<file path="config.mk">
export PLATFORM = sky130hd
export DESIGN_NAME = frame_burst_gen
export DESIGN_NICKNAME = d
export VERILOG_FILES = /design/src/rtl/frame_burst_gen_pkg.sv /design/src/rtl/frame_burst_stat.sv /design/src/rtl/frame_burst_gen.sv
export SDC_FILE = /design/constraint.sdc
export NUM_CORES = 1
export LEC_CHECK = 0
export ABC_AREA = 1
export BUFFER_PORTS_ARGS = -buffer_cell sky130_fd_sc_hd__buf_2
export CAP_MARGIN = 20
export CORE_ASPECT_RATIO = 1.4
export CORE_UTILIZATION = 57
export CTS_CLUSTER_SIZE = 28
export DETAILED_ROUTE_END_ITERATION = 8
export PLACE_DENSITY = 0.85
export SLEW_MARGIN = 20
export SYNTH_ARGS = -nofsm -noshare
export SYNTH_HDL_FRONTEND = slang
export SYNTH_SLANG_ARGS = --single-unit
</file>
<file path="constraint.sdc">
create_clock -name clk -period 2.6 [get_ports clk]
set_input_delay 0.26 -clock clk [delete_from_list [all_inputs] [get_ports clk]]
set_output_delay 0.26 -clock clk [all_outputs]
set_load 0.02 [all_outputs]
</file>
<file path="src/rtl/frame_burst_gen_pkg.sv">
// Shared constants for the frame writer family: FSM encoding, legal pixel
// sizes and buffer-count constants used by the buffer selector.
package frame_burst_gen_pkg;

    typedef enum logic [1:0] {
        ST_IDLE  = 2'd0,
        ST_LOAD  = 2'd1,
        ST_ISSUE = 2'd2,
        ST_DONE  = 2'd3
    } state_t;

    localparam int PIXEL_BYTES_1 = 1;
    localparam int PIXEL_BYTES_2 = 2;
    localparam int PIXEL_BYTES_4 = 4;

    localparam int SEL_NUM_BUFFERS = 3;

    // Byte count is formed by shifting, so only power-of-two pixel sizes apply.
    function automatic int pixel_shift(input int pixel_bytes);
        case (pixel_bytes)
            PIXEL_BYTES_4: return 2;
            PIXEL_BYTES_2: return 1;
            default:       return 0;
        endcase
    endfunction

endpackage

</file>
<file path="src/rtl/frame_burst_stat.sv">
// Bank of saturating event counters; one counter per bit of inc.
module frame_burst_stat #(
    parameter int C_NUM   = 2,
    parameter int C_WIDTH = 32
) (
    input  logic                            clk,
    input  logic                            reset,
    input  logic [C_NUM-1:0]                inc,
    output logic [C_NUM-1:0][C_WIDTH-1:0]   count
);

    generate
        for (genvar gi = 0; gi < C_NUM; gi++) begin : g_cnt
            logic [C_WIDTH-1:0] count_reg;

            always_ff @(posedge clk) begin
                if (reset) begin
                    count_reg <= '0;
                end else if (inc[gi] && (count_reg != {C_WIDTH{1'b1}})) begin
                    count_reg <= count_reg + {{(C_WIDTH-1){1'b0}}, 1'b1};
                end
            end

            assign count[gi] = count_reg;
        end
    endgenerate

endmodule

</file>
<file path="src/rtl/frame_burst_gen.sv">
// Per-frame S2MM command generator: one write command per image line.
// Optional statistics counters are enabled with FRAME_BURST_GEN_STAT_EN.
module frame_burst_gen
    import frame_burst_gen_pkg::*;
#(
    parameter int C_ADDR_WIDTH  = 32,
    parameter int C_IMG_WBITS   = 12,
    parameter int C_IMG_HBITS   = 12,
    parameter int C_PIXEL_BYTES = 4
) (
    input  logic                      clk,
    input  logic                      reset,
    input  logic                      sof,
    input  logic [C_ADDR_WIDTH-1:0]   base_addr,
    input  logic [C_IMG_WBITS-1:0]    img_width,
    input  logic [C_IMG_HBITS-1:0]    img_height,
    input  logic [C_ADDR_WIDTH-1:0]   line_stride,
    output logic                      cmd_valid,
    input  logic                      cmd_ready,
    output logic [C_ADDR_WIDTH-1:0]   cmd_addr,
    output logic [C_IMG_WBITS+1:0]    cmd_bytes,
`ifdef FRAME_BURST_GEN_STAT_EN
    output logic [31:0]               stat_frames,
    output logic [31:0]               stat_overruns,
`endif
    output logic                      cmd_last,
    output logic                      busy,
    output logic                      frame_done,
    output logic                      overrun
);

    localparam int PB_SHIFT = pixel_shift(C_PIXEL_BYTES);

    state_t                    state_reg, state_next;
    logic                      pend_reg, pend_next;
    logic [C_IMG_HBITS-1:0]    line_reg;
    logic [C_IMG_HBITS-1:0]    height_reg;
    logic [C_ADDR_WIDTH-1:0]   stride_reg;
    logic [C_ADDR_WIDTH-1:0]   cmd_addr_reg;
    logic [C_IMG_WBITS+1:0]    cmd_bytes_reg;
    logic [C_IMG_WBITS+1:0]    bytes_load;
    logic                      last_line;
    logic                      handshake;

    assign bytes_load = {2'b00, img_width} << PB_SHIFT;
    assign last_line  = (state_reg == ST_ISSUE) &&
                        (line_reg == height_reg - {{(C_IMG_HBITS-1){1'b0}}, 1'b1});
    assign handshake  = (state_reg == ST_ISSUE) && cmd_ready;

    always_ff @(posedge clk) begin
        if (reset) begin
            state_reg     <= ST_IDLE;
            pend_reg      <= 1'b0;
            line_reg      <= '0;
            height_reg    <= '0;
            stride_reg    <= '0;
            cmd_addr_reg  <= '0;
            cmd_bytes_reg <= '0;
        end else begin
            state_reg <= state_next;
            pend_reg  <= pend_next;
            // Inputs are taken one cycle after sof, once the selector has moved w_addr.
            if (state_reg == ST_LOAD) begin
                cmd_addr_reg  <= base_addr;
                cmd_bytes_reg <= bytes_load;
                height_reg    <= img_height;
                stride_reg    <= line_stride;
                line_reg      <= '0;
            end else if (handshake && !last_line) begin
                cmd_addr_reg <= cmd_addr_reg + stride_reg;
                line_reg     <= line_reg + {{(C_IMG_HBITS-1){1'b0}}, 1'b1};
            end
        end
    end

    always_comb begin
        state_next = state_reg;
        pend_next  = pend_reg;
        case (state_reg)
            ST_IDLE: begin
                if (sof) state_next = ST_LOAD;
            end
            ST_LOAD: begin
                if (sof) pend_next = 1'b1;
                if ((img_width == '0) || (img_height == '0)) state_next = ST_DONE;
                else                                         state_next = ST_ISSUE;
            end
            ST_ISSUE: begin
                if (sof) pend_next = 1'b1;
                // A pending frame preempts the rest of this one at the next accept.
                if (handshake) begin
                    if (pend_reg || sof) begin
                        state_next = ST_LOAD;
                        pend_next  = 1'b0;
                    end else if (last_line) begin
                        state_next = ST_DONE;
                    end
                end
            end
            ST_DONE: begin
                if (pend_reg || sof) begin
                    state_next = ST_LOAD;
                    pend_next  = 1'b0;
                end else begin
                    state_next = ST_IDLE;
                end
            end
            default: state_next = ST_IDLE;
        endcase
    end

    always_comb begin
        cmd_valid  = (state_reg == ST_ISSUE);
        busy       = (state_reg == ST_LOAD) || (state_reg == ST_ISSUE);
        frame_done = (state_reg == ST_DONE);
        overrun    = sof && ((state_reg == ST_LOAD) || (state_reg == ST_ISSUE));
        cmd_last   = last_line;
    end

    assign cmd_addr  = cmd_addr_reg;
    assign cmd_bytes = cmd_bytes_reg;

`ifdef FRAME_BURST_GEN_STAT_EN
    logic [1:0][31:0] stat_count;

    frame_burst_stat #(
        .C_NUM   (2),
        .C_WIDTH (32)
    ) u_stat (
        .clk   (clk),
        .reset (reset),
        .inc   ({overrun, frame_done}),
        .count (stat_count)
    );

    assign stat_frames   = stat_count[0];
    assign stat_overruns = stat_count[1];
`endif

endmodule
</file>
======== After elaboration in Yosys (flattened, before gate mapping) ========
Index checks and enable logic that the tools add are counted.
storage, ports and cells
  flip-flop bits (word level) ............. 103
  output and inout bits ................... 51
cells by class
  add/sub/neg operators ................... 3
  eq/ne operators ......................... 8
  muxes and demuxes ....................... 14
  reductions and logical operators ........ 16
operators with widths
  cell                   count
  $mux 32                2
  $add 32x32->32         1
  $logic_not 12->1       2
  $add 12x1->12 const B  1
  $eq 12x12->1           1
  $sub 12x1->12 const B  1
  $mux 2                 4
  $pmux 2 s4             1
  $mux 1                 6
  $eq 2x2->1 const B     2
  $logic_and 1x1->1      4
  $ne 2x1->1 const B     2
  $logic_or 1x1->1       3
  $ne 3x1->1 const B     1
  $pmux 1 s3             1
  $reduce_and 3->1       1
  $reduce_bool 3->1      1
  $eq 2x1->1 const B     1
  $logic_not 2->1        1
  $ne 2x2->1 const B     1
  $reduce_and 2->1       1
  $reduce_bool 2->1      1
  $reduce_or 2->1        1
  $logic_not 1->1        1

======== Depth between registers and ports, before layout ========
  depth after elaboration ................. 7
  gate-level depth with buffers ........... 17
  depth with buffers taken out ............ 15

======== Worst setup path after synthesis ========
Ideal clock, no wire load.
  path kind ............................... reg-to-reg
  from .................................... register cmd_addr_reg[0] (netlist: cmd_addr[0])
  to ...................................... register cmd_addr_reg[28] (netlist: cmd_addr[28])
  setup time .............................. 132 ps
  arrival time ............................ 1,915 ps
  slack ................................... 553 ps
  cell stages (with the launch flop) ...... 16
  path buffers ............................ 0
  cell sequence ........................... dfxtp_1 > ha_1 > inv_1 > fa_1 > inv_1 > nand3_1 > nand3_1 > nand2_1 > nand3_1 > nand2_1 > nand2_1 > nand2_1 > nand3_1 > nand2_1 > nand2_1 > a21oi_1
between the ends
  word-level cells in the longest chain between the ends .. 3
RTL lines
  element                 line                   RTL
  from (decl)             frame_burst_gen.sv:39  logic [C_ADDR_WIDTH-1:0] cmd_addr_reg;
  from (signal assigned)  frame_burst_gen.sv:64  cmd_addr_reg <= base_addr;
  from (signal assigned)  frame_burst_gen.sv:70  cmd_addr_reg <= cmd_addr_reg + stride_reg;
  $add 32x32->32          frame_burst_gen.sv:70
  $mux 32                 frame_burst_gen.sv:69  end else if (handshake && !last_line) begin
  $mux 32                 frame_burst_gen.sv:63  if (state_reg == ST_LOAD) begin
Every way passes these cells. The select of a mux whose other input is x is not followed.
A chain may end at the register's enable or synchronous reset.

======== Worst setup path after layout ========
  from .................................... register height_reg[0]
  to ...................................... output port cmd_last
between the ends
  word-level cells in the longest chain between the ends .. 3
RTL lines
  element                 line                   RTL
  from (decl)             frame_burst_gen.sv:37  logic [C_IMG_HBITS-1:0] height_reg;
  from (signal assigned)  frame_burst_gen.sv:66  height_reg <= img_height;
  $sub 12x1->12           frame_burst_gen.sv:47  (line_reg == height_reg - {{(C_IMG_HBITS-1){1'b0}}, 1'b1});
  $eq 12x12->1            frame_burst_gen.sv:47
  $logic_and 1x1->1       frame_burst_gen.sv:46  assign last_line = (state_reg == ST_ISSUE) &&
  to (decl)               frame_burst_gen.sv:26  output logic cmd_last,
Every way passes these cells.

==> impl_metrics.toml <==
[sta]
fin_setup_tns_ns = 0
rsz0062_at_grt = "no"
tightest_slew_ns = 0.651
finalSetupViolCount = 0
fin_skew_ns = 0.00661
finalCritPeriodShare_pct = 92.5
hold_viol_final = 0
relSlewSlack_pct = 56.5
period_minus_slack_ns = 2.40
holdWs_ns = 0.111
fmaxAchievable_ghz = 0.416
finalMaxSlewViolations = 0

[route]
viasPerCell = 5.23
drt-total-wl_mm = 20.4
drt_first_iter_violations = 338
wl_per_cell_um = 13.6
drc_errors = 0
drtPass1Iterations = 7
vias = 7857
postRouteAntennaNets = 0

[global_routing]
grt_pass1_vias = 7406
grt_max_degree = 102
antenna_found_initial = 0
gr-usage-all-layers_pct = 30.8
grt_pass1_wl_mm = 33.0
grt-ovfl-total = 0

[synth]
synth_flop_cell = "dfxtp_1"
synth-edff-count = 0
synth-warning-count = 0
synth_seq_cells = 103
synth_top_family_by_area = "simple AND/OR/NAND/NOR gates"
synthArstFlopShare_pct = 0
syn-cell-area_sq_mm = 0.00744
muxShareOfSynthArea_pct = 0
synth-seq-area-share_pct = 27.7
synth_cells = 1229
synth_cell_types = 42
synthAdderAreaFrac_pct = 6.49
synthSimpleGateAreaFrac_pct = 38.5
synth-compound-area-share_pct = 11.7
syn_avg_cell_area_sq_um = 6.05
synth_xor_area_share_pct = 2.83

[clocking]
cts_hold_buf = 0
post-cts-setup-buffer-count = 0
clk_path_buf_depth = 2
post_cts_resized = 0
h-tree-depth = 3
clk_pin_slew_ns = 0.07
clk-insertion-delay-late_ns = 0.37
clock-sinks = 103
cts_made_buffers = 9
tritoncts = "done"
cts_root_buffer = "clkbuf_16"

[placed_design]
numPortBuffers = 140
gp_congestion = 0.961
place_hpwl_mm = 15.5

[final_layout]
syn_to_final_growth_pct = 13.1
final_cell_mix = "nand2_1 (398), inv_1 (163), buf_2 (140), nor2_1 (132), dfxtp_1 (103)"
drive_above_1_share_pct = 14.3
final_common_cell = "nand2_1"
utilization_pct = 65.7
final_nets = 1473
diodes = 0
n_fill_cell = 1232

[die]
die_w_um = 98.6
die-height_um = 137
initial_core_util_pct = 58.1
rows = 49
dieArea_sq_mm = 0.0135
ioPinCount = 143
fp.coreArea_sq_mm = 0.0128

[worst_setup_path]
crit_required_ns = 2.34
critPathCaptureType = "output pin"
critical_path_class = "reg2out"
cp.arrival_ns = 2.14
start_kind = "register"
critPathMaxFanout = 6

[power_and_ir_drop]
power.density_mw_per_mm2 = 998
ir_drop_mv = 0.555
leakage_uw = 0.00443

[run]
drv_cap = 0

[hold_path]
holdCritPathClass = "in2reg"

[run_status]
status = "complete, no violations"
## critical path, cell delays in order, from the launching register on
cell     delay, ns
dfxtp_1       0.35
inv_1         0.13
ha_4          0.29
inv_1         0.03
nand2_1       0.05
nand2_1       0.04
nor2_1        0.12
nand2_1       0.07
nor2_1        0.09
nand3_1       0.08
nor2_2        0.13
nand3_4       0.12
nor2_1        0.10
buf_2         0.17
## per-layer routing
metal / track usage, % / part of all wire, % / vias to the layer above / routed length (um)
met5: 0 / 0 / - / 0
met4: 18.6 / 3.9 / 0 / 803
met3: 3.81 / 4.9 / 53 / 1000
met2: 58.1 / 52 / 221 / 10600
met1: 32.6 / 39 / 3487 / 8040
li1: - / - / 4096 / -
## per-stage QoR
step | std cells | instance area [sq um] | total power [uW] | setup WS, ns
2_1_floorplan | 1230 | 7440 | 5960 | 0.553
3_3_place_gp | 1485 | 8120 | 6970 | 0.181
3_5_place_dp | 1485 | 8120 | 7030 | 0.131
4_1_cts | 1501 | 8400 | 8370 | 0.0802
5_1_grt | 1501 | 8410 | 9110 | 0.00246
6_report | 1501 | 8410 | 8400 | 0.196
## cell usage after synthesis, types with 2 or more instances
library cell	n	area share, %
a21oi_1	84	5.7
a21oi_2	2	0.24
buf_1	4	0.20
buf_12	3	0.81
buf_2	2	0.13
buf_4	5	0.50
buf_6	5	0.76
clkbuf_1	23	1.2
clkbuf_8	2	0.37
dfxtp_1	103	28
ha_1	37	6.2
inv_1	164	8.3
inv_2	4	0.20
nand2_1	398	20
nand2_4	2	0.30
nand3_1	89	6.0
nand3_2	3	0.40
nand3b_1	8	0.81
nand4_1	11	0.93
nor2_1	132	6.7
nor2_2	6	0.50
nor3_1	15	1.0
nor4_1	7	0.59
o21ai_0	74	5.0
o21bai_1	2	0.20
o31ai_1	2	0.20
or2_2	5	0.42
xnor2_1	13	1.5
xor2_1	11	1.3
## power by group
group	leakage (uW)	internal, uW	total (uW)	switching (uW)
combinational	0.00345	1590	4600	3010
sequential	0.000843	2080	2470	390
clock	0.000141	681	1330	649
## area by class of cell
cell class | count | area [sq um] | area share, %
Timing Repair Buffer | 148 | 798 | 9.49
Clock inverter | 6 | 42.5 | 0.506
Inverter | 168 | 632 | 7.51
Sequential cell | 103 | 2060 | 24.5
Clock buffer | 10 | 239 | 2.84
Tap cell | 153 | 191 | 2.28
Multi-Input combinational cell | 913 | 4450 | 52.9
## final timing paths
check        cells after the start  slack [ns]                  startpoint                     endpoint
max                             13        0.20  height_reg[0]$_SDFFE_PP0P_                     cmd_last
min                              3        0.11             line_stride[21]  stride_reg[21]$_SDFFE_PP0P_
max reg2reg                     15        0.24  height_reg[0]$_SDFFE_PP0P_    cmd_addr[19]$_SDFFE_PP0P_
min reg2reg                      2        0.49    line_reg[9]$_SDFFE_PP0P_     line_reg[9]$_SDFFE_PP0P_
## cell families (layout without fill, tap and decap cells)
| group | after synthesis | after routing |
|---|---|---|
| and+or+nand+nor | 681 | 681 |
| buffers and inverters | 214 | 332 |
| xor gates and xnor gates | 24 | 24 |
| DFF | 103 | 103 |
| other | 1 | 2 |
| adders and majority gates | 38 | 38 |
| AOI/OAI and AO/OA | 168 | 168 |
Power figures use the tool's default switching activity.
